`src/rtl/rram_pkg.sv`:
```
// Shared definitions for the RRAM controller: host op codes, sequencer
// state encoding and the op -> mode-select decode.
package rram_pkg;

  typedef enum logic [1:0] {
    OP_READ  = 2'b00,
    OP_WRITE = 2'b01,
    OP_FORM  = 2'b10,
    OP_RSVD  = 2'b11
  } op_e;

  typedef enum logic [2:0] {
    S_IDLE  = 3'd0,
    S_SETUP = 3'd1,
    S_RUN   = 3'd2,
    S_HOLD  = 3'd3,
    S_ERR   = 3'd4
  } state_e;

  // One-hot mode selects presented to state_counter.
  typedef struct packed {
    logic re;
    logic we;
    logic forming;
  } mode_t;

  function automatic mode_t op_mode(op_e op);
    mode_t m;
    m = '0;
    case (op)
      OP_READ:  m.re      = 1'b1;
      OP_WRITE: m.we      = 1'b1;
      OP_FORM:  m.forming = 1'b1;
      default:  m         = '0;
    endcase
    return m;
  endfunction

endpackage

```
`src/rtl/rram_op_ctrl_if.sv`:
```
// Host command channel of the operation sequencer: one command at a time,
// accepted on cmd_valid & cmd_ready, completion reported by done/err pulses.
interface rram_op_ctrl_if;
  logic       cmd_valid;
  logic [1:0] cmd_op;
  logic       cmd_ready;
  logic       abort;
  logic       busy;
  logic       done;
  logic       err;

  modport master (
    output cmd_valid, cmd_op, abort,
    input  cmd_ready, busy, done, err
  );

  modport slave (
    input  cmd_valid, cmd_op, abort,
    output cmd_ready, busy, done, err
  );
endinterface

```
`src/rtl/rram_tmo_cnt.sv`:
```
// Loadable up-counter with clear, increment enable and a terminal-count
// flag against a run-time terminal value. Shared by the SETUP and RUN phases.
module rram_tmo_cnt #(
  parameter int W = 7
) (
  input  logic         clk,
  input  logic         rst,
  input  logic         clr,
  input  logic         load,
  input  logic [W-1:0] load_val,
  input  logic         inc,
  input  logic [W-1:0] term,
  output logic         tc
);

  logic [W-1:0] cnt;

  // Count register: clear beats load beats increment.
  // NOTE: sequential state uses non-blocking assignments so every flop
  // samples pre-edge values regardless of block evaluation order.
  always_ff @(posedge clk) begin
    if (rst || clr)
      cnt <= '0;
    else if (load)
      cnt <= load_val;
    else if (inc)
      cnt <= cnt + W'(1);
  end

  assign tc = (cnt == term);

endmodule

```
`src/rtl/rram_op_ctrl.sv`:
```
// Operation sequencer upstream of state_counter: takes one READ / WRITE /
// FORMING command, sequences CE/mode setup, the counted RUN phase and a
// one-cycle HOLD, and reports done, or err on timeout / abort / reserved op.
module rram_op_ctrl
  import rram_pkg::*;
#(
  parameter int SETUP_CYC = 2,
  parameter int TIMEOUT   = 64,
  parameter int TMO_W     = 7
) (
  input  logic           clk,
  input  logic           rst,
  rram_op_ctrl_if.slave  host,
  input  logic           cache_count_flag,
  input  logic           write_count_flag,
  input  logic           forming_count_flag,
  output logic           en,
  output logic           CE,
  output logic           RE,
  output logic           we,
  output logic           re,
  output logic           forming,
  output logic           RE_L,
  output logic           WE_L
);

  localparam logic [TMO_W-1:0] SETUP_TERM = TMO_W'(SETUP_CYC - 1);
  localparam logic [TMO_W-1:0] RUN_TERM   = TMO_W'(TIMEOUT - 1);

  state_e state;
  op_e    op_q;
  op_e    cmd_op;
  logic   done_q;
  logic   err_q;
  logic   flag_hit;
  logic   to_err;
  logic   tc;

  assign cmd_op = op_e'(host.cmd_op);

  // Only the count flag belonging to the latched op can complete RUN.
  // NOTE: every always_comb output gets a default first, so no path leaves
  // it unassigned and no latch is inferred.
  always_comb begin
    flag_hit = 1'b0;
    case (op_q)
      OP_READ:  flag_hit = cache_count_flag;
      OP_WRITE: flag_hit = write_count_flag;
      OP_FORM:  flag_hit = forming_count_flag;
      default:  flag_hit = 1'b0;
    endcase
  end

  // Error entry: abort during SETUP/RUN, reserved op, or RUN timeout with
  // no matching flag (a flag on the last allowed cycle still completes).
  assign to_err = ((state == S_SETUP || state == S_RUN) && host.abort) ||
                  (state == S_IDLE && host.cmd_valid && cmd_op == OP_RSVD) ||
                  (state == S_RUN && tc && !flag_hit);

  rram_tmo_cnt #(.W(TMO_W)) u_tmo_cnt (
    .clk      (clk),
    .rst      (rst),
    .clr      (state == S_IDLE),
    .load     (state == S_SETUP && tc),
    .load_val ('0),
    .inc      (state == S_SETUP || state == S_RUN),
    .term     ((state == S_SETUP) ? SETUP_TERM : RUN_TERM),
    .tc       (tc)
  );

  // Sequencer FSM with all array/host pulse outputs registered.
  always_ff @(posedge clk) begin
    if (rst) begin
      state   <= S_IDLE;
      op_q    <= OP_READ;
      en      <= 1'b0;
      CE      <= 1'b0;
      RE      <= 1'b0;
      we      <= 1'b0;
      re      <= 1'b0;
      forming <= 1'b0;
      RE_L    <= 1'b1;
      WE_L    <= 1'b1;
      done_q  <= 1'b0;
      err_q   <= 1'b0;
    end else begin
      done_q <= 1'b0;
      err_q  <= 1'b0;
      if (to_err) begin
        state   <= S_ERR;
        err_q   <= 1'b1;
        en      <= 1'b0;
        CE      <= 1'b0;
        RE      <= 1'b0;
        we      <= 1'b0;
        re      <= 1'b0;
        forming <= 1'b0;
        RE_L    <= 1'b1;
        WE_L    <= 1'b1;
      end else begin
        case (state)
          S_IDLE: begin
            if (host.cmd_valid) begin
              op_q                <= cmd_op;
              state               <= S_SETUP;
              CE                  <= 1'b1;
              {re, we, forming}   <= op_mode(cmd_op);
              RE                  <= (cmd_op == OP_READ);
            end
          end
          S_SETUP: begin
            if (tc) begin
              state <= S_RUN;
              en    <= 1'b1;
              WE_L  <= (op_q != OP_READ);
              RE_L  <= (op_q != OP_WRITE);
            end
          end
          S_RUN: begin
            if (flag_hit) begin
              state <= S_HOLD;
              en    <= 1'b0;
              RE_L  <= 1'b1;
              WE_L  <= 1'b1;
            end
          end
          S_HOLD: begin
            state   <= S_IDLE;
            done_q  <= 1'b1;
            CE      <= 1'b0;
            RE      <= 1'b0;
            we      <= 1'b0;
            re      <= 1'b0;
            forming <= 1'b0;
          end
          S_ERR:   state <= S_IDLE;
          default: state <= S_IDLE;
        endcase
      end
    end
  end

  assign host.cmd_ready = (state == S_IDLE);
  assign host.busy      = (state != S_IDLE);
  assign host.done      = done_q;
  assign host.err       = err_q;

endmodule
```
`src/flat_wrapper.sv`:
```
// flat-port wrapper written by rule: the top's interface ports become plain ports
module rram_op_ctrl_flat import rram_pkg::*;
#(
  parameter int SETUP_CYC = 2,
  parameter int TIMEOUT   = 64,
  parameter int TMO_W     = 7
)
  (clk, rst, cache_count_flag, write_count_flag, forming_count_flag, en, CE, RE, we, re, forming, RE_L, WE_L, host_cmd_valid, host_cmd_op, host_abort, host_cmd_ready, host_busy, host_done, host_err);
  rram_op_ctrl_if host_i ();
  input  logic clk;
  input  logic rst;
  input  logic cache_count_flag;
  input  logic write_count_flag;
  input  logic forming_count_flag;
  output logic en;
  output logic CE;
  output logic RE;
  output logic we;
  output logic re;
  output logic forming;
  output logic RE_L;
  output logic WE_L;
  input wire logic [$bits(host_i.cmd_valid)-1:0] host_cmd_valid;
  input wire logic [$bits(host_i.cmd_op)-1:0] host_cmd_op;
  input wire logic [$bits(host_i.abort)-1:0] host_abort;
  output wire logic [$bits(host_i.cmd_ready)-1:0] host_cmd_ready;
  output wire logic [$bits(host_i.busy)-1:0] host_busy;
  output wire logic [$bits(host_i.done)-1:0] host_done;
  output wire logic [$bits(host_i.err)-1:0] host_err;
  assign host_i.cmd_valid = host_cmd_valid;
  assign host_i.cmd_op = host_cmd_op;
  assign host_i.abort = host_abort;
  assign host_cmd_ready = host_i.cmd_ready;
  assign host_busy = host_i.busy;
  assign host_done = host_i.done;
  assign host_err = host_i.err;
  rram_op_ctrl #(.SETUP_CYC(SETUP_CYC), .TIMEOUT(TIMEOUT), .TMO_W(TMO_W)) u_core (.clk(clk), .rst(rst), .host(host_i), .cache_count_flag(cache_count_flag), .write_count_flag(write_count_flag), .forming_count_flag(forming_count_flag), .en(en), .CE(CE), .RE(RE), .we(we), .re(re), .forming(forming), .RE_L(RE_L), .WE_L(WE_L));
endmodule
```
`config.mk`:
```
export PLATFORM = sky130hd
export DESIGN_NAME = rram_op_ctrl_flat
export DESIGN_NICKNAME = d
export VERILOG_FILES = /design/src/rtl/rram_pkg.sv /design/src/rtl/rram_op_ctrl_if.sv /design/src/rtl/rram_tmo_cnt.sv /design/src/rtl/rram_op_ctrl.sv /design/src/flat_wrapper.sv
export SDC_FILE = /design/constraint.sdc
export NUM_CORES = 1
export LEC_CHECK = 0
export CORE_MARGIN = 1.5
export CORE_UTILIZATION = 54
export CTS_CLUSTER_SIZE = 12
export DETAILED_ROUTE_END_ITERATION = 6
export GPL_ROUTABILITY_DRIVEN = 1
export GPL_TIMING_DRIVEN = 0
export PLACE_DENSITY = 0.82
export SYNTH_ARGS = -nofsm -noshare
export SYNTH_HDL_FRONTEND = slang
export SYNTH_HIERARCHICAL = 1
export SYNTH_SLANG_ARGS = --single-unit
export TNS_END_PERCENT = 5
```
`constraint.sdc`:
```
create_clock -name clk -period 4.6 [get_ports clk]
set_clock_uncertainty 0.05 [all_clocks]
set_input_delay 0.92 -clock clk [delete_from_list [all_inputs] [get_ports clk]]
set_output_delay 0.92 -clock clk [all_outputs]
set_load 0.01 [all_outputs]
```
# Word-level counts from Yosys, hierarchy flattened

Cells that the tools add are included.

Add/sub/neg operators: 1
Multipliers: 0
Divide/modulo/power cells: 0
Order comparisons: 0
Equal/unequal tests: 16
Shifts and indexed selects: 0
Mux-type cells: 30
Bitwise gates (word level): 1
Reductions and logical operators: 25

Operator list:

| kind                  | number |
|---|---|
| $pmux W1 S2           | 8 |
| $mux W1               | 15 |
| $mux W3               | 4 |
| $reduce_and A3 Y1     | 4 |
| $pmux W3 S3           | 1 |
| $add A7 B1 Y7 const B | 1 |
| $eq A7 B7 Y1          | 1 |
| $eq A2 B2 Y1 const B  | 3 |
| $eq A3 B2 Y1 const B  | 2 |
| $logic_and A1 B1 Y1   | 6 |
| $mux W6               | 1 |
| $ne A2 B1 Y1 const B  | 3 |
| $ne A3 B1 Y1 const B  | 2 |
| $reduce_bool A2 Y1    | 3 |
| $eq A2 B1 Y1 const B  | 2 |
| $logic_not A2 Y1      | 2 |
| $logic_or A1 B1 Y1    | 4 |
| $reduce_or A2 Y1      | 2 |
| $eq A3 B1 Y1 const B  | 1 |
| $logic_not A3 Y1      | 1 |
| $ne A3 B2 Y1 const B  | 1 |
| $pmux W1 S3           | 1 |
| $reduce_bool A3 Y1    | 1 |
| $ne A2 B2 Y1 const B  | 1 |
| other kinds (3)       | 3 |

Register bits: 22
Latch bits: 0
Bits in writable memories: 0
Bits in read-only memories: 0
Input bits: 9
Output and inout bits: 12
Logic and storage cells: 87
Memories: 0

# Depth between registers and ports, before layout

Gate-level depths: netlist of run 1.

Word-level depth: 8
Depth in mapped cells: 11
Mapped depth without buffers: 10

# By module

Netlist of run 1, hierarchy kept.

Modules (own cells, without submodules):

| module       | instances | cells an instance | area an instance (um^2) | seq. area each (um^2) |
|---|---|---|---|---|
| rram_op_ctrl | 1         | 86                | 694.4                   | 280.3 |
| rram_tmo_cnt | 1         | 51                | 431.7                   | 140.1 |

# Worst setup path before layout of run 1

OpenSTA, ideal clock, no wires.

Path type: flip-flop to flip-flop
Start point: register u_core.state[2]
End point: register u_core.u_tmo_cnt.cnt[6]
Setup time: 0.127 ns
Data arrival time: 2.340 ns
Required time: 4.423 ns
Slack: 2.083 ns
Stages on the path, launching flop included: 12
Path buffers: 1
Clock period less this slack: 2.517 ns
Cells stage by stage: dfxtp_1 -> clkbuf_1 -> nor2_1 -> nand2_1 -> xnor2_1 -> nand4_1 -> nor4_1 -> nand2_1 -> nor3_1 -> inv_1 -> o21ai_0 -> a31oi_1

Longest elaborated chain between the ends: 5
Elaborated cells on any way between the ends: 9
Those cells by class: eq/ne (3); mux (1); reduce/logical (5)

Ends and longest elaborated chain:

| element                           | line                | RTL |
|---|---|---|
| start: declaration                | rram_op_ctrl.sv:30  | `state_e state;` |
| start signal: assignment          | rram_op_ctrl.sv:74  | `state <= S_IDLE;` |
| start signal: assignment          | rram_op_ctrl.sv:90  | `state <= S_ERR;` |
| start signal: assignment          | rram_op_ctrl.sv:105 | `state <= S_SETUP;` |
| $eq A3 B1 Y1                      | rram_op_ctrl.sv:67  | `.term ((state == S_SETUP) ? SETUP_TERM : RUN_TERM),` |
| $mux W6                           | rram_op_ctrl.sv:67  |  |
| $eq A7 B7 Y1                      | rram_tmo_cnt.sv:30  | `assign tc = (cnt == term);` |
| named net u_core.tc               | rram_op_ctrl.sv:37  | `logic tc;` |
| $logic_and A1 B1 Y1               | rram_op_ctrl.sv:64  | `.load (state == S_SETUP && tc),` |
| $reduce_or A2 Y1 (no source line) | n/a                 |  |
| end signal: assignment            | rram_tmo_cnt.sv:25  | `cnt <= load_val;` |
| end signal: assignment            | rram_tmo_cnt.sv:27  | `cnt <= cnt + W'(1);` |
| end: declaration                  | rram_tmo_cnt.sv:16  | `logic [W-1:0] cnt;` |

The timed path passes the listed nets, and every way through them passes these cells.
A chain may end at the register's enable or synchronous reset.

# Worst setup path in the final report of run 1

Start point: register u_core.state[2]
End point: register u_core.u_tmo_cnt.cnt[4]

Same word-level chain as after synthesis.

==> results of run 1 <==
[power by group through the flow]
stage	Clock, mW	Sequential (mW)	Combinational, mW
floorplan	0	0.197	0.0406
global placement	0	0.196	0.0665
detailed placement	0	0.197	0.0694
CTS	0.0910	0.193	0.0699
global route	0.103	0.194	0.0770
finish	0.0883	0.193	0.0700
[how the worst min path moves through the flow]
stage                     cells after the start              to           start  slack (ns)
after floorplan                               2       u_core/CE       u_core/CE        0.43
after global placement                        2       u_core/CE       u_core/CE        0.40
after detailed placement                      2  u_core/forming  u_core/forming        0.42
after CTS                                     2  u_core/forming  u_core/forming        0.44
after global routing                          2  u_core/forming  u_core/forming        0.45
final                                         2       u_core/CE       u_core/CE        0.43
[per-layer routing]
metal,GRT usage [%],vias to the layer above
met2,40.9,32
met4,7.14,0
met3,3.09,2
met5,0,-
li1,-,537
met1,29.6,499
[Yosys cell counts (all sizes together)]
cell type and count:
or4b 1, or3b 3, mux2i 2, nor2b 2, nand2 8, a211oi 2, nor4 2, o211a 1
or3 5, inv 3, nand4 3, o21a 2, nor3 7, a2111o 1, nor2 15, ha 1
xor2 5, o22ai 1, dfxtp 21, buf 6, nor3b 2, o21ai 8, xnor2 7, nand2b 4
a31oi 2, nand3b 1, nand3 5, clkbuf 1, a21o 1, conb 2, nand4b 1, a21oi 8
and2 2, a31o 1, a221oi 1
[cells by family after synthesis]
group,share of synthesized area [%]
AND/OR/NAND/NOR,29.4
AO/OA/AOI/OAI,16.1
flip-flops,37.3
XOR/XNOR,9.33
buffers and inverters,4.22
other,0.667
multiplexers,1.78
adder cells (fa/ha/maj),1.11
[layout make-up]
| cell class | instances | area [um^2] | share of cell area (%) |
|---|---|---|---|
| multi-input combinational | 113 | 684 | 48.4 |
| sequential | 21 | 420 | 29.7 |
| timing repair buffer | 20 | 200 | 14.2 |
| buffer | 7 | 36.3 | 2.57 |
| tap | 27 | 33.8 | 2.39 |
| clock buffer | 3 | 22.5 | 1.59 |
| inverter | 3 | 11.3 | 0.796 |
| clock inverter | 1 | 5.00 | 0.354 |
[worst max-delay path, cell delays in order, from the launching register on]
cell and delay, ns:
sky130_fd_sc_hd__dfxtp_1 0.45, sky130_fd_sc_hd__clkbuf_1 0.38, sky130_fd_sc_hd__nor2_1 0.09, sky130_fd_sc_hd__nand2_1 0.22
sky130_fd_sc_hd__xnor2_1 0.17, sky130_fd_sc_hd__nand4_1 0.12, sky130_fd_sc_hd__nor4_1 0.26, sky130_fd_sc_hd__nand2_1 0.23
sky130_fd_sc_hd__nor3_1 0.54, sky130_fd_sc_hd__inv_1 0.29, sky130_fd_sc_hd__o21ai_0 0.24, sky130_fd_sc_hd__a21oi_1 0.06
==> impl_results.md, run 1 <==
- Status: finished, final reports clean
- Routed wire length on met2: between 1000 and 1500 um
- Setup total negative slack: 0 ns
- Largest cells by area after synthesis: sky130_fd_sc_hd__dfxtp_1 (37%), sky130_fd_sc_hd__xnor2_1 (5.4%), sky130_fd_sc_hd__nor2_1 (5.0%)
- Hold violation total from the final report: 0
- Top Registers: u_core/u_tmo_cnt/cnt (7), u_core/state (3), u_core/op_q (2)
- Class of the most critical hold timing path: reg -> reg
- Area of the core: 0.00196 mm^2
- Number of pins exceeding their max-slew limit in the final report: 0
- Maximum number of pins on one net before global-route repair: 13
- Headroom to the max-slew limit: 57.5%
- Power per unit of standard cell area: 248 mW/mm^2
- Fmax achieved: between 300 and 400 MHz
- Cts-stage hold buffer count: 0
- TritonCTS sink count: 21
- Layout cell share with drive strength beyond 1: 8.33%
- Weighted congestion at the end of routability-driven global placement: about 0.83
- Worst Setup End Kind: flop
- Via count of the first global-routing pass: 990
- Biggest register: u_core/u_tmo_cnt/cnt
- Largest register FFs: 7
- Fraction of the yosys area taken by sequential cells: between 30 and 40%
- Fillcell total: roughly 180
- R2R setup slack: 1.38 ns
- Switching part of the total power: 27.7%
- Crit path DAT: 3.36 ns
- Share of the synthesized area in the top cell type: around 37%
- Unrepaired setup endpoints after global routing: no
- Iteration count of the initial detailed-routing pass: 4
- Required arrival time at the worst endpoint: 4.74 ns
- Syn Inst Count: 137
- Type of origin of the critical path: flop
- Total via count after detailed routing: 1,070
- Relative area change from synthesis to final layout: 25.6%
- Number of placement rows: 16
- Synth warnings: 6
- Total net switching power: roughly 0.097 mW
- Final Instance Count excl. Fillers: 195
- Routed via count divided by cell count: roughly 5.5
- Global route total overflow: 0
- Worst R2R Start: u_core/state[2]
- Post-detailed-route count of antenna-violating nets: 0
- Number of DRC markers after the initial detailed-route iteration: 28
- Placed cell area: 0.00139 mm^2
- Critical register-to-register path endpoint: u_core/u_tmo_cnt/cnt[4]
- Crit path from: u_core/state[2]
- Worst hold slack after final layout: between 0.4 and 0.5 ns
- Number of H-tree branching levels: 1
- Shortest clock period the worst path allows after layout: 3.22 ns
- Vertical extent of the die: between 40 and 50 um
- Core occupancy in the finished layout: a little over 70%
- Initial antenna violation count: 0
- Proportion of power drawn by the clock network: 25.2%
- Post-detailed-routing wire length: 2460 um
- Path depth of the worst reg2reg path: 11
- Total of buffers placed on input and output ports: 20
- Average size of a mapped cell: 8.22 um^2
- Highest routed metal layer: met4
- Placed wire-length estimate after detailed placement: 1850 um
- Internal power: 0.254 mW
- DIE AREA: 0.00237 mm^2
- Post-synthesis instance area: 0.00113 mm^2
- GR Util All Layers: 23.3%
- Global-route wire length before repair: 4400 um
- Total of max-cap violations: 0
- #FFs+latches synth: 21
- Starting Density: 57.4%
- Post-CTS setup buffer count: 0
- Crit-path max FO: 10
- Relative contribution of sequential cells to total power: 54.9%
- Clk slew on worst S/H paths: 0.12 ns
- Worst setup path class: reg -> reg
- Transition time at the pin with the least slew margin: 0.632 ns
- Reported leakage power: 0.516 nW
- Final net count: ~180
- Width of the die: 48.7 um
- Amount of wire on met3 after detailed routing: 146 um
- DR DRC count: 0
- Critical path destination: u_core/u_tmo_cnt/cnt[4]
- Design Power: 0.351 mW
- M1 WL: approximately 1100 um
- Distinct cell type count after synthesis: 38
- Post-CTS Resized: 0
- Final clock period utilization by the worst path: 69.9%
- Final Setup Violations: 0
- Clock root buffer master: sky130_fd_sc_hd__clkbuf_4
- Clock Latency Late Sink: 0.30 ns
- Worst slack at placement: 1.45 ns
- Leading cell type in the layout, fill and taps excluded: sky130_fd_sc_hd__dfxtp_1
- CTS tree: built
- Ant diodes: 0
- Largest vdd supply drop: 0.175 mV
- Final worst-path setup slack: 1.38 ns
- Commonest cells after routing, fill and taps aside: sky130_fd_sc_hd__dfxtp_1 (21), sky130_fd_sc_hd__clkdlybuf4s50_1 (20), sky130_fd_sc_hd__nor2_1 (15), sky130_fd_sc_hd__conb_1 (9)
- Final routed wire length divided by cell count: 12.6 um
- Placed Cells incl. Taps: 191
- Final instance area: 0.00141 mm^2
- Cell accounting for the most synthesized area: sky130_fd_sc_hd__dfxtp_1
- Max Buffers Root-to-Sink: 2
- Number of buffers created by CTS: 3
- Number of placed I/O pins: 21
- Fraction of power consumed by combinational cells: 19.9%
(Power assumes the default switching activity.)
==> inputs of run 2 (changes only) <==
--- a/config.mk
+++ b/config.mk
@@ -6,12 +6,12 @@
 export NUM_CORES = 1
 export LEC_CHECK = 0
 export CORE_MARGIN = 1.5
-export CORE_UTILIZATION = 54
+export CORE_UTILIZATION = 50
 export CTS_CLUSTER_SIZE = 12
 export DETAILED_ROUTE_END_ITERATION = 6
 export GPL_ROUTABILITY_DRIVEN = 1
 export GPL_TIMING_DRIVEN = 0
-export PLACE_DENSITY = 0.82
+export PLACE_DENSITY = 0.77
 export SYNTH_ARGS = -nofsm -noshare
 export SYNTH_HDL_FRONTEND = slang
 export SYNTH_HIERARCHICAL = 1
==> constraint.sdc (replaced) <==
create_clock -name clk -period 3.3 [get_ports clk]
set_clock_uncertainty 0.05 [all_clocks]
set_input_delay 0.66 -clock clk [delete_from_list [all_inputs] [get_ports clk]]
set_output_delay 0.66 -clock clk [all_outputs]
set_load 0.01 [all_outputs]
==> impl_results.md, run 2 (synthesis gave the netlist of run 1 again) <==
- Required arrival time at the worst endpoint: 3.46 ns (-1.28 ns)
- Worst slack at placement: 0.180 ns (-1.27 ns)
- Ant diodes: 0 (unchanged)
- Max Buffers Root-to-Sink: 2 (unchanged)
- Largest register FFs: 7 (unchanged)
- Area of the core: 0.00204 mm^2 (+4.1%)
- Worst setup path class: reg -> reg
- Class of the most critical hold timing path: reg -> reg
- Number of placed I/O pins: 21 (unchanged)
- CTS tree: built
- TritonCTS sink count: 21 (unchanged)
- Maximum number of pins on one net before global-route repair: 12 (-1)
- Crit path from: u_core/state[2]
- Critical register-to-register path endpoint: u_core/u_tmo_cnt/cnt[4]
- Hold-critical path endpoint: u_core/CE
- Global-route wire length before repair: 4230 um (-3.9%)
- Design Power: 0.494 mW (+41%)
- Top Registers: u_core/u_tmo_cnt/cnt (7), u_core/state (3), u_core/op_q (2)
- Clk slew on worst S/H paths: 0.12 ns (about the same)
- Iteration count of the initial detailed-routing pass: 4 (unchanged)
- Worst R2R Start: u_core/state[2]
- Count of cells along the worst hold path: 2 (unchanged)
- Number of H-tree branching levels: 1 (unchanged)
- DR DRC count: 0 (unchanged)
- Fmax achieved: 362 MHz (+16%)
- Placed wire-length estimate after detailed placement: 1750 um (-5.2%)
- Path depth of the worst reg2reg path: 11 (unchanged)
- Number of DRC markers after the initial detailed-route iteration: 31 (+11%)
- Hold violation total from the final report: 0 (unchanged)
- Final Setup Violations: 0 (unchanged)
- Vertical extent of the die: 50.5 um (+3.7%)
- Number of placement rows: 16 (unchanged)
- Unrepaired setup endpoints after global routing: no
- Biggest register: u_core/u_tmo_cnt/cnt
- Final clock period utilization by the worst path: 83.8% (+14 points)
- Routed via count divided by cell count: 5.33 (-2.9%)
- Number of pins exceeding their max-slew limit in the final report: 0 (unchanged)
- Worst Setup End Kind: flop
- Width of the die: 50.5 um (+3.7%)
- Power per unit of standard cell area: 348 mW/mm^2 (+40%)
- Total of max-cap violations: 0 (unchanged)
- Reported leakage power: 0.521 nW (+1.0%)
- Crit-path max FO: 10 (unchanged)
- Leading cell type in the layout, fill and taps excluded: sky130_fd_sc_hd__dfxtp_1
- Final worst-path setup slack: 0.534 ns (-0.851 ns)
- Type of origin of the critical path: flop
- Status: finished, final reports clean
- Largest vdd supply drop: 0.259 mV (+48%)
- Via count of the first global-routing pass: 949 (-4.1%)
- Crit path DAT: 2.92 ns (-0.44 ns)
- Total of buffers placed on input and output ports: 20 (unchanged)
- Total via count after detailed routing: 1,039 (-2.9%)
- Weighted congestion at the end of routability-driven global placement: 0.788 (-5.3%)
- Final routed wire length divided by cell count: 12.0 um (-5.0%)
- Number of buffers created by CTS: 3 (unchanged)
- Cts-stage hold buffer count: 0 (unchanged)
- DIE AREA: 0.00255 mm^2 (+7.5%)
- Shortest clock period the worst path allows after layout: 2.77 ns (-0.449 ns)
- Post-detailed-route count of antenna-violating nets: 0 (unchanged)
- Post-detailed-routing wire length: 2330 um (-5.0%)
- Commonest cells after routing, fill and taps aside: sky130_fd_sc_hd__dfxtp_1 (21), sky130_fd_sc_hd__clkdlybuf4s50_1 (20), sky130_fd_sc_hd__nor2_1 (15), sky130_fd_sc_hd__conb_1 (9)
- Setup total negative slack: 0 ns (unchanged)
- Starting Density: 55.1% (-2.3 points)
- Clock Latency Late Sink: 0.31 ns (about the same)
- R2R setup slack: 0.53 ns (-0.85 ns)
- Global route total overflow: 0 (unchanged)
- Beginning of the worst hold path: u_core/CE
- Initial antenna violation count: 0 (unchanged)
- Final net count: 179 (unchanged)
- Relative area change from synthesis to final layout: 26.0%
- GR Util All Layers: 21.6% (-1.7 points)
- Clock root buffer master: sky130_fd_sc_hd__clkbuf_4
- Layout cell share with drive strength beyond 1: 8.93% (+0.60 points)
-- run 2: cell count changes in the layout (fill, tap and decap cells not counted) --
| cell | previous run | this run |
|---|---|---|
| sky130_fd_sc_hd__clkbuf_2 | 0 | 1 |
| sky130_fd_sc_hd__clkinv_2 | 1 | 0 |
| sky130_fd_sc_hd__nor3_1 | 7 | 6 |
| sky130_fd_sc_hd__nor3_2 | 0 | 1 |
-- run 2: critical path, cell delays in order (launching register included) --
cell and delay [ns]:
sky130_fd_sc_hd__dfxtp_1 0.45, sky130_fd_sc_hd__clkbuf_2 0.27, sky130_fd_sc_hd__nor2_1 0.08, sky130_fd_sc_hd__nand2_1 0.20, sky130_fd_sc_hd__xnor2_1 0.16, sky130_fd_sc_hd__nand4_1 0.10, sky130_fd_sc_hd__nor4_1 0.24, sky130_fd_sc_hd__nand2_1 0.22
sky130_fd_sc_hd__nor3_2 0.37, sky130_fd_sc_hd__inv_1 0.23, sky130_fd_sc_hd__o21ai_0 0.22, sky130_fd_sc_hd__a21oi_1 0.06
-- run 2: area by class of cell --
class / count / area (um^2)
tap: 27 / 33.8
clock buffer: 4 / 26.3
inverter: 3 / 11.3
buffer: 7 / 37.5
timing repair buffer: 20 / 200
multi-input combinational: 113 / 689
sequential: 21 / 420
fill: 184 / 623
-- run 2: metrics by stage --
| stage | hold WS [ns] | instances | instance area, um^2 | util (%) |
|---|---|---|---|---|
| after floorplan | 0.431 | 144 | 1150 | - |
| after global placement | 0.395 | 191 | 1390 | 67.9 |
| after detailed placement | 0.414 | 191 | 1390 | 67.9 |
| after CTS | 0.431 | 195 | 1410 | 69.2 |
| after global routing | 0.454 | 195 | 1420 | 69.5 |
| final | 0.421 | 195 | 1420 | 69.5 |
-- run 2: worst max-delay path by stage --
stage                     slack, ns                      end
after global routing           0.14  u_core/u_tmo_cnt/cnt[5]
final                          0.53  u_core/u_tmo_cnt/cnt[4]
after floorplan                0.78  u_core/u_tmo_cnt/cnt[6]
after CTS                      0.15  u_core/u_tmo_cnt/cnt[4]
after global placement         0.27  u_core/u_tmo_cnt/cnt[6]
after detailed placement       0.18  u_core/u_tmo_cnt/cnt[4]
-- run 2: where the power goes --
group | total [mW] | leakage (nW) | internal, mW | switching, mW
registers | 0.268 | 0.170 | 0.262 | 0.00683
clock network | 0.129 | 0.0150 | 0.0473 | 0.0819
logic | 0.0961 | 0.336 | 0.0471 | 0.0490
-- run 2: timing repair --
action                                  4_1_cts  5_1_grt
endpoints found under the hold margin         0        0
buffers inserted                              0        0
endpoints found under the setup margin        0        6
resized for setup                             0        3
-- run 2: metal layers --
metal,global-route usage (%),vias to the layer above,routed length [um]
li1,-,538,-
met2,34.0,22,1060
met3,2.98,3,86
met5,0,-,0
met4,8.11,0,29
met1,29.9,476,1160
==> RTL edit 1, RTL diff (flow settings as in run 2) <==
Encoding of `state_e`: now Gray code (3 bits for 5 states).
--- a/src/rtl/rram_pkg.sv
+++ b/src/rtl/rram_pkg.sv
@@ -10,11 +10,11 @@
   } op_e;
 
   typedef enum logic [2:0] {
-    S_IDLE  = 3'd0,
-    S_SETUP = 3'd1,
-    S_RUN   = 3'd2,
-    S_HOLD  = 3'd3,
-    S_ERR   = 3'd4
+    S_IDLE  = 3'b000,
+    S_SETUP = 3'b001,
+    S_RUN   = 3'b011,
+    S_HOLD  = 3'b010,
+    S_ERR   = 3'b110
   } state_e;
 
   // One-hot mode selects presented to state_counter.
Function: no difference found for any inputs over 10 cycles, from zero or initial values and one cycle with rst high; not proved beyond that.
==> RTL edit 1 against run 2 <==
Final cell count fell by 4.1%. Sequential share of layout area fell by 0.36 points. Area after synthesis rose by 1.4%. Maximum frequency fell by 4.2%. Wire length fell by 1.2%. Clock power fell by 5%. Cell area rose by 1.2%. Total power rose by 10%. Via count fell by 5.2%. Sequential cell count did not move. Setup slack got worse by 0.12 ns. Critical endpoint is now u_core/u_tmo_cnt/cnt[3]$_SDFFE_PP0P_. Largest cell class unchanged. Largest power group unchanged. Highest routed layer unchanged.
==> RTL edit 1: results <==
{
  "outcome": "complete, no violations",
  "hpwlAfterDp_mm": 1.77,
  "r2r_cells": 10,
  "p_comb_mw": 0.148,
  "vias": 985,
  "clk-power_mw": 0.122,
  "fillerInstances": 190,
  "power.switching_mw": 0.160,
  "stdcell_count": 187,
  "reg2reg_from": "u_core/state[1]$_SDFFE_PP0P_",
  "synth-adder-area-share_pct": 1.10,
  "syn_area_per_cell_um2": 8.92,
  "slowest_delay_ns": 0.41,
  "powerDensity_nw_per_um2": 379,
  "drtIter0Drc": 26,
  "endpoint": "u_core/u_tmo_cnt/cnt[3]$_SDFFE_PP0P_",
  "drive_gt1_share_pct": 11.9,
  "synth_xor_area_share_pct": 8.43,
  "leakagePower_nw": 0.535,
  "rrSetupSlack_ns": 0.41,
  "grt_pass1_wl_mm": 4.01,
  "placed_cells": 183,
  "synth_mux_area_share_pct": 1.75,
  "yosysUniqueCellTypes": 45,
  "nets": 170
}
## RTL edit 1: cell count changes after synthesis, moves of 3 or more
cell | run 2 | this run
nor2_1 | 15 | 8
buf_2 | 5 | 1
nand2_1 | 8 | 5
nor3_1 | 7 | 4
o211ai_1 | 0 | 3
o21bai_1 | 0 | 3
or3_1 | 5 | 2
## RTL edit 1: final cells by class
class / instances / area, um2 / area share, %
buffer: 6 / 42.5 / 2.96
clock buffer: 4 / 26.3 / 1.83
inverter: 3 / 11.3 / 0.784
multi-input combinational: 105 / 701 / 48.8
sequential: 21 / 420 / 29.3
tap: 28 / 35.0 / 2.44
timing repair buffer: 20 / 200 / 13.9
## RTL edit 1: routing by layer
layer  share of wire (%)  track usage [%]  up-vias  wire, um
li1                    -                -      517         -
met4                0.61             8.11        0        14
met3                 2.2             2.98        2        50
met1                  45             24.4      458      1040
met5                   0                0        -         0
met2                  52             36.2        8      1200
==> RTL edit 2, RTL diff (settings of run 2) <==
Made on the original files. `TMO_W` is set to 7 in 2 places; all go to 6.
--- a/src/rtl/rram_op_ctrl.sv
+++ b/src/rtl/rram_op_ctrl.sv
@@ -6,7 +6,7 @@
 #(
   parameter int SETUP_CYC = 2,
   parameter int TIMEOUT   = 64,
-  parameter int TMO_W     = 7
+  parameter int TMO_W     = 6
 ) (
   input  logic           clk,
   input  logic           rst,
--- a/src/flat_wrapper.sv
+++ b/src/flat_wrapper.sv
@@ -3,7 +3,7 @@
 #(
   parameter int SETUP_CYC = 2,
   parameter int TIMEOUT   = 64,
-  parameter int TMO_W     = 7
+  parameter int TMO_W     = 6
 )
   (clk, rst, cache_count_flag, write_count_flag, forming_count_flag, en, CE, RE, we, re, forming, RE_L, WE_L, host_cmd_valid, host_cmd_op, host_abort, host_cmd_ready, host_busy, host_done, host_err);
   rram_op_ctrl_if host_i ();
Formal check against the unedited RTL: same outputs for any inputs over 10 cycles, from zero or initial values and one cycle with rst high; that may be too few to reach the edited logic, so the function may still have changed.
==> RTL edit 2 against run 2 <==
Utilization is 1.4 points lower. Sequential cell count is 1 lower. Cell area is 4.9% lower. Hold slack worse by 0.013 ns. Global-route usage is 0.62 points lower. Total power is 1.4% lower. Area after synthesis is 5.8% lower. Setup slack worse by 0.081 ns. Maximum frequency is 2.8% lower. Wire length is 4.8% lower. Sequential share of layout area hardly changed. Critical path type unchanged. Largest power group unchanged.
==> RTL edit 2: results <==
{
  "outcome": "complete, no violations",
  "reg_top3": "u_core/u_tmo_cnt/cnt (6), u_core/state (3), u_core/op_q (2)",
  "avgRoutedWirePerCell_um": 12.1,
  "ir_worst_vdd_mv": 0.277,
  "grtUsageMet2_pct": 31.3,
  "p_seq_share_pct": 52.6,
  "hpwlAfterDp_mm": 1.69,
  "drive_gt1_share_pct": 8.92,
  "nets": 168,
  "wl_met1_um": 998,
  "rrSetupSlack_ns": 0.45,
  "powerDensity_nw_per_um2": 361,
  "grt_use_total_pct": 21.0,
  "globalplace.congestion": 0.828,
  "grt_use_met1_pct": 30.4,
  "synth_common_cells": "20 x dfxtp_1, 16 x nor2_1, 9 x nand2_1",
  "endpoint": "u_core/u_tmo_cnt/cnt[2]$_SDFFE_PP0P_",
  "clockPowerShare_pct": 28.6,
  "wl_met2_mm": 1.10,
  "power.switching_mw": 0.126,
  "grt_util_met3_pct": 3.68,
  "place_ws_ns": 0.518,
  "synth.yosys.seq_area_share_pct": 37.7,
  "dr_wl_met3_um": 96,
  "insertion_delay_ns": 0.29,
  "leakagePower_nw": 0.483,
  "placement.cell_area_um2": 1310,
  "synth_area_leaders": "dfxtp_1 38%, nor2_1 5.7%, xnor2_1 5.0%",
  "timing.hold.ws_ns": 0.408,
  "placed_cells": 180,
  "grt_pass1_vias": 854,
  "fillerInstances": 163,
  "r2r_cells": 10
}
## RTL edit 2: cell count changes in the layout (fill, tap and decap cells not counted), moves of 2 or more
| cell | delta |
|---|---|
| conb_1 | -2 |
| nor3_1 | +2 |
| nand3_1 | -2 |
| o21ai_0 | -2 |
## RTL edit 2: logic make-up (layout without fill, tap and decap cells)
kind of cell	after synthesis	in the layout	share of synthesized area, %
AOI/OAI and AO/OA	25	25	16.0
xor gates and xnor gates	11	11	9.08
adders and majority gates	1	1	1.18
buffers and inverters	9	33	4.01
DFF	20	20	37.7
muxes	2	2	1.89
other	2	7	0.708
and+or+nand+nor	58	58	29.4
## RTL edit 2: final cells by class
class | instances | area [um2] | area share [%]
Inverter | 3 | 11.3 | 0.834
Clock buffer | 4 | 36.3 | 2.69
Sequential cell | 20 | 400 | 29.7
Multi-Input combinational cell | 104 | 637 | 47.2
Timing Repair Buffer | 20 | 200 | 14.8
Tap cell | 27 | 33.8 | 2.50
Buffer | 6 | 31.3 | 2.32
